## src/rtl/seg7_scan_ctrl.sv

```systemverilog
`default_nettype none
// ============================================================================
//  Module   : seg7_scan_ctrl
//  Purpose  : Time-multiplexed scan controller for NUM_DIGITS common-bus
//             7-segment digits. Holds one BCD value plus decimal point per
//             digit, accepts updates on a valid/ready write port and walks the
//             digit selects one slot at a time, blanking at the start of each
//             slot to suppress ghosting.
//  Ports    : clk        - single clock
//             rst        - asynchronous, active-high reset
//             enable     - 1 = scan running, 0 = display dark
//             wr_valid   - write request
//             wr_ready   - write accepted on an edge where wr_valid & wr_ready
//             wr_digit   - target digit index (out-of-range writes are dropped)
//             wr_value   - BCD value for the digit
//             wr_dp      - decimal point for the digit
//             seg        - segment bus {a,b,c,d,e,f,g,dp}, registered
//             dig_sel    - one-hot digit select, registered
//             frame_done - one-cycle pulse after a full scan of all digits
//  Revision : 1.0 - initial release
// ============================================================================
module seg7_scan_ctrl #(
   parameter int NUM_DIGITS = 4,
   parameter int SCAN_DIV   = 1000,
   parameter int BLANK_CYC  = 8,
   parameter int DW         = $clog2(NUM_DIGITS)
) (
   input  logic                  clk,
   input  logic                  rst,
   input  logic                  enable,
   input  logic                  wr_valid,
   output logic                  wr_ready,
   input  logic [DW-1:0]         wr_digit,
   input  logic [3:0]            wr_value,
   input  logic                  wr_dp,
   output logic [7:0]            seg,
   output logic [NUM_DIGITS-1:0] dig_sel,
   output logic                  frame_done
);

   localparam int            CW           = $clog2(SCAN_DIV);
   localparam logic [CW-1:0] C_BLANK_LAST = CW'(BLANK_CYC - 1);
   localparam logic [CW-1:0] C_SLOT_LAST  = CW'(SCAN_DIV - 1);
   localparam logic [DW-1:0] C_IDX_LAST   = DW'(NUM_DIGITS - 1);

   typedef enum logic [1:0] {
      S_IDLE  = 2'd0,
      S_BLANK = 2'd1,
      S_SHOW  = 2'd2
   } state_t;

   state_t                  r_state;
   logic [DW-1:0]           r_idx;
   logic [CW-1:0]           r_cnt;
   logic [7:0]              r_seg;
   logic [NUM_DIGITS-1:0]   r_dig_sel;
   logic                    r_frame_done;
   logic                    r_ready;

   logic [3:0]              r_val [NUM_DIGITS];
   logic [NUM_DIGITS-1:0]   r_dp;

   logic                    w_wr_fire;
   logic [3:0]              w_cur_val;
   logic                    w_cur_dp;
   logic [NUM_DIGITS-1:0]   w_onehot;
   logic                    w_bypass;
   logic [7:0]              w_show_seg;

   // Segment pattern for one digit; non-BCD values go fully dark, dp included.
   function automatic logic [7:0] f_decode(input logic [3:0] v, input logic dp);
      logic [7:0] s;
      case (v)
         4'd0:    s = 8'hFC;
         4'd1:    s = 8'h60;
         4'd2:    s = 8'hDA;
         4'd3:    s = 8'hF2;
         4'd4:    s = 8'h66;
         4'd5:    s = 8'hB6;
         4'd6:    s = 8'hBE;
         4'd7:    s = 8'hE0;
         4'd8:    s = 8'hFE;
         4'd9:    s = 8'hE6;
         default: s = 8'h00;
      endcase
      if (v <= 4'd9) begin
         s[0] = dp;
      end
      return s;
   endfunction

   assign w_wr_fire = wr_valid & r_ready;

   // Digit store. Indices at or above NUM_DIGITS match no entry and are dropped.
   always_ff @(posedge clk or posedge rst) begin
      if (rst) begin
         for (int i = 0; i < NUM_DIGITS; i++) begin
            r_val[i] <= 4'd0;
         end
         r_dp <= '0;
      end else begin
         for (int i = 0; i < NUM_DIGITS; i++) begin
            if (w_wr_fire && (wr_digit == DW'(i))) begin
               r_val[i] <= wr_value;
               r_dp[i]  <= wr_dp;
            end
         end
      end
   end

   // Current entry and one-hot select for the slot index.
   always_comb begin
      w_cur_val = 4'd0;
      w_cur_dp  = 1'b0;
      w_onehot  = '0;
      for (int i = 0; i < NUM_DIGITS; i++) begin
         if (r_idx == DW'(i)) begin
            w_cur_val   = r_val[i];
            w_cur_dp    = r_dp[i];
            w_onehot[i] = 1'b1;
         end
      end
   end

   // A write landing on the SHOW-entry edge for this same digit must be the
   // value latched for the slot, so bypass the store.
   assign w_bypass   = w_wr_fire && (wr_digit == r_idx);
   assign w_show_seg = w_bypass ? f_decode(wr_value, wr_dp)
                                : f_decode(w_cur_val, w_cur_dp);

   // Scan FSM with registered outputs. wr_ready is computed from the state
   // being entered so it lines up with the state in every cycle.
   always_ff @(posedge clk or posedge rst) begin
      if (rst) begin
         r_state      <= S_IDLE;
         r_idx        <= '0;
         r_cnt        <= '0;
         r_seg        <= 8'h00;
         r_dig_sel    <= '0;
         r_frame_done <= 1'b0;
         r_ready      <= 1'b0;
      end else if (!enable) begin
         r_state      <= S_IDLE;
         r_idx        <= '0;
         r_cnt        <= '0;
         r_seg        <= 8'h00;
         r_dig_sel    <= '0;
         r_frame_done <= 1'b0;
         r_ready      <= 1'b1;
      end else begin
         case (r_state)
            S_IDLE: begin
               r_state      <= S_BLANK;
               r_idx        <= '0;
               r_cnt        <= '0;
               r_seg        <= 8'h00;
               r_dig_sel    <= '0;
               r_frame_done <= 1'b0;
               r_ready      <= 1'b1;
            end
            S_BLANK: begin
               r_frame_done <= 1'b0;
               r_cnt        <= r_cnt + CW'(1);
               if (r_cnt == C_BLANK_LAST) begin
                  r_state   <= S_SHOW;
                  r_seg     <= w_show_seg;
                  r_dig_sel <= w_onehot;
                  r_ready   <= 1'b0;
               end
            end
            S_SHOW: begin
               if (r_cnt == C_SLOT_LAST) begin
                  r_state      <= S_BLANK;
                  r_cnt        <= '0;
                  r_idx        <= (r_idx == C_IDX_LAST) ? '0 : r_idx + DW'(1);
                  r_frame_done <= (r_idx == C_IDX_LAST);
                  r_seg        <= 8'h00;
                  r_dig_sel    <= '0;
                  r_ready      <= 1'b1;
               end else begin
                  r_cnt <= r_cnt + CW'(1);
               end
            end
            default: begin
               r_state      <= S_IDLE;
               r_idx        <= '0;
               r_cnt        <= '0;
               r_seg        <= 8'h00;
               r_dig_sel    <= '0;
               r_frame_done <= 1'b0;
               r_ready      <= 1'b1;
            end
         endcase
      end
   end

   assign seg        = r_seg;
   assign dig_sel    = r_dig_sel;
   assign frame_done = r_frame_done;
   assign wr_ready   = r_ready;

endmodule
`default_nettype wire

```

## config.mk

```make
export PLATFORM = sky130hd
export DESIGN_NAME = seg7_scan_ctrl
export DESIGN_NICKNAME = d
export VERILOG_FILES = /design/src/rtl/seg7_scan_ctrl.sv
export SDC_FILE = /design/constraint.sdc
export NUM_CORES = 1
export LEC_CHECK = 0
export ABC_AREA = 1
export BUFFER_PORTS_ARGS = -buffer_cell sky130_fd_sc_hd__buf_2
export CORE_UTILIZATION = 50
export DETAILED_ROUTE_END_ITERATION = 7
export PLACE_DENSITY_LB_ADDON = 0.05
export SLEW_MARGIN = 20
export SYNTH_ARGS = -nofsm -noshare
export SYNTH_HDL_FRONTEND = slang
export SYNTH_SLANG_ARGS = --single-unit
```

## constraint.sdc

```tcl
create_clock -name clk -period 2 [get_ports clk]
set_input_delay 0.1 -clock clk [delete_from_list [all_inputs] [get_ports clk]]
set_output_delay 0.1 -clock clk [all_outputs]
set_load 0.1 [all_outputs]
```

==> results by group <==
Outcome
  • Status: completed

Final layout
  • N_diodes: 0
  • Commonest non-fill, non-tap cell in the layout: nand2_1
  • Fillers: 452
  • Post-route insts no fill: 482
  • Most frequent cells in the layout: nand2_1, dfrtp_1, nor2_1
  • Area growth, synth to finish: 21.5%
  • Share of cells above drive strength 1: 25.2%
  • Final Util: 65.0%
  • Finished layout cell area: 3400 µm²
  • Layout net count: 445

Worst setup path
  • WS Path Type: flip-flop to flip-flop
  • Critical Path RT: 2.24 ns
  • Critical R2R Capture: seg[4]
  • Critical Path End Type: flip-flop
  • FF-to-FF path depth: 15
  • FF-to-FF setup slack: 0.06 ns
  • Reg2reg start: r_idx[1]
  • Max FO, Critical Path: 5
  • Arrival @ worst endpoint: 2.18 ns
  • Critical path startpoint category: flip-flop

STA
  • Final Max Tran Viols: 0
  • # setup viols final: 0
  • Slew HR: 54.1%
  • FMAX: 0.515 GHz
  • Min cycle time layout: 1.94 ns
  • Setup WS post-layout: 0.0589 ns
  • Setup TNS: 0 ns
  • RSZ-0062 raised after global routing: true
  • Final hold vios: 0
  • Hold slack: 0.0160 ns
  • Post-Route Skew: 0.00611 ns
  • Tightest Pin Transition: 0.688 ns
  • Period utilisation layout: 97.1%

Pwr
  • P_leak: 1.76 nW
  • Cell Pwr Density: 996 nW/µm²
  • Pwr Total: 3.39 mW
  • Max rail drop VDD: 0.000582 V

Floorplanning
  • Area of the die: 5900 µm²
  • Num ports: 25
  • Row count: 26
  • Height of the die: 76.8 µm
  • Core Region: 5240 µm²
  • Initial Util: 53.5%
  • Die width: 76.8 µm

Min path
  • Hold Path Class: primary input to flip-flop
  • Hold endpoint: r_dp[3]
  • Hold wc startpoint: wr_dp
  • WHS Path Cells: 3

Route
  • Drt drc: 0
  • Vias per cell: 5.01
  • Routed len/inst: 13.5 µm
  • Via count: 2,414
  • Routed wire length: 6520 µm
  • Drt pass-1 iters: 4
  • DR iter-0 viols: 100
  • Post-DRT Antenna Nets: 0

Global route
  • GRT Util Overall: 23.7%
  • Initial antenna violation count: 0
  • Number of global-route vias before repair: 2,355
  • Pin count of the biggest net entering global routing: 49
  • Global-route wire length before repair: 11,000 µm
  • Remaining global-route overflow: 0

Synthesis
  • Sequential area share after synthesis: 42.9%
  • Post-synthesis mux area share: 0%
  • Post-Synth Simple-Gate Area: 28.6%
  • Adder-cell area share of the yosys netlist: 10.3%
  • Synth Area in Compound Gates: 11.0%
  • Synth unique cells: 30
  • Cell Area, Synth: 2800 µm²
  • Post-synthesis xor/xnor area fraction: 1.25%
  • Yosys warns: 0
  • Synthesized Nets: 397
  • Main combinational cell family by area after synthesis: simple AND/OR/NAND/NOR gates
  • Post-Syn Instances: 363
  • Seq cells post-synth: 48
  • Syn_area_per_cell: 7.71 µm²

CTS
  • CTS Sinks: 48
  • Clk Latency, worst-skew pair: 0.30 ns
  • H-tree levels: 2
  • Root buf cell: clkbuf_8
  • CTS max path bufs: 2
  • CTS tree: built
  • Total CTS buffers: 5
  • Clock slew at reported path FFs: 0.09 ns

Placement
  • Gpl congestion: 0.912
  • Final HPWL from detailed placement: 4650 µm
  • Dpl cells: 469
  • Post-DP Area: 3110 µm²
  • IO Port Bufs: 24
  • Dpl ws: -0.0678 ns

Run
  • Maximum Capacitance Violations: 0
==> report_power, final <==
part / leakage (nW) / internal (mW) / total [mW] / switching (mW)
logic: 1.08 / 0.579 / 1.53 / 0.948
clock network: 0.0479 / 0.244 / 0.580 / 0.336
registers: 0.625 / 1.15 / 1.28 / 0.127
==> worst max path at each step <==
| stage | startpoint | to | slack, ns | cells past startpoint |
|---|---|---|---|---|
| finish | r_idx[1] | seg[4] | 0.06 | 15 |
| global route | r_idx[1] | seg[4] | -0.09 | 15 |
| CTS | r_idx[0] | seg[4] | 0.004 | 15 |
| detailed placement | r_idx[0] | seg[4] | -0.07 | 16 |
| global placement | r_idx[0] | seg[4] | -0.03 | 15 |
| floorplan | r_idx[0] | seg[4] | 0.04 | 15 |
==> flip-flops by register name, indices dropped and copies added, names as in the netlist <==
register,flops
dig_sel,4
r_dp,4
r_idx,2
frame_done,1
seg,8
r_cnt,10
wr_ready,1
r_state,2
r_val,16
==> critical path, cell delays in order (launching register included) <==
cell      delay [ns]
dfrtp_2         0.47
inv_4           0.10
ha_4            0.16
inv_4           0.04
nor2_4          0.11
nand2_1         0.06
nand2_1         0.07
nand2_2         0.06
nand2_4         0.10
ha_4            0.21
nand3b_1        0.17
nand3_1         0.10
nand2_1         0.05
nand2_1         0.06
nand2_2         0.07
nand2_1         0.05
==> cell usage after synthesis (all sizes together) <==
master   instances  area [µm²]
a21oi           16        80.1
o211ai           1        7.51
buf              3        27.5
o21a             1        7.51
o22ai            2        12.5
o2111ai          1        15.0
nand3b           3        22.5
ha              23         288
nor2            46         175
clkbuf           1        3.75
o21ai           31         163
dfrtp           48        1200
a31o             1        8.76
a31oi            1        6.26
nor3             5        35.0
inv             36         135
a21o             1        7.51
xnor2            1        8.76
xor2             3        26.3
nand2          121         469
nand4            3        25.0
nand3           15        75.1
==> layout make-up <==
| class | count | area [µm²] | area share (%) |
|---|---|---|---|
| sequential | 48 | 1200 | 35.4 |
| inverter | 36 | 148 | 4.34 |
| timing repair buffer | 45 | 297 | 8.72 |
| clock inverter | 3 | 18.8 | 0.552 |
| clock buffer | 5 | 68.8 | 2.02 |
| tap | 70 | 87.6 | 2.57 |
| multi-input combinational | 275 | 1580 | 46.4 |
==> kinds of logic after synthesis <==
family | after synthesis
simple gates | 193
flops | 48
compound gates | 55
fa+ha+maj | 23
buf+inv | 40
xor+xnor | 4
==> metal layers <==
metal	vias to the layer above	track usage (%)	wire, µm
met5	-	0	0
met4	0	9.04	96
met3	8	3.10	179
met2	42	39.1	2990
met1	1109	31.4	3260
li1	1255	-	-
==> timing repair <==
item | 4_1_cts | 5_1_grt
endpoints found under the setup margin | 8 | 8
pin swaps | 7 | 17
gates resized for setup | 14 | 33
buffers inserted | 2 | 2
endpoints found under the hold margin | 48 | 0
hold buffers | 1 | 0
No activity file was read; power rests on OpenSTA's default activity.
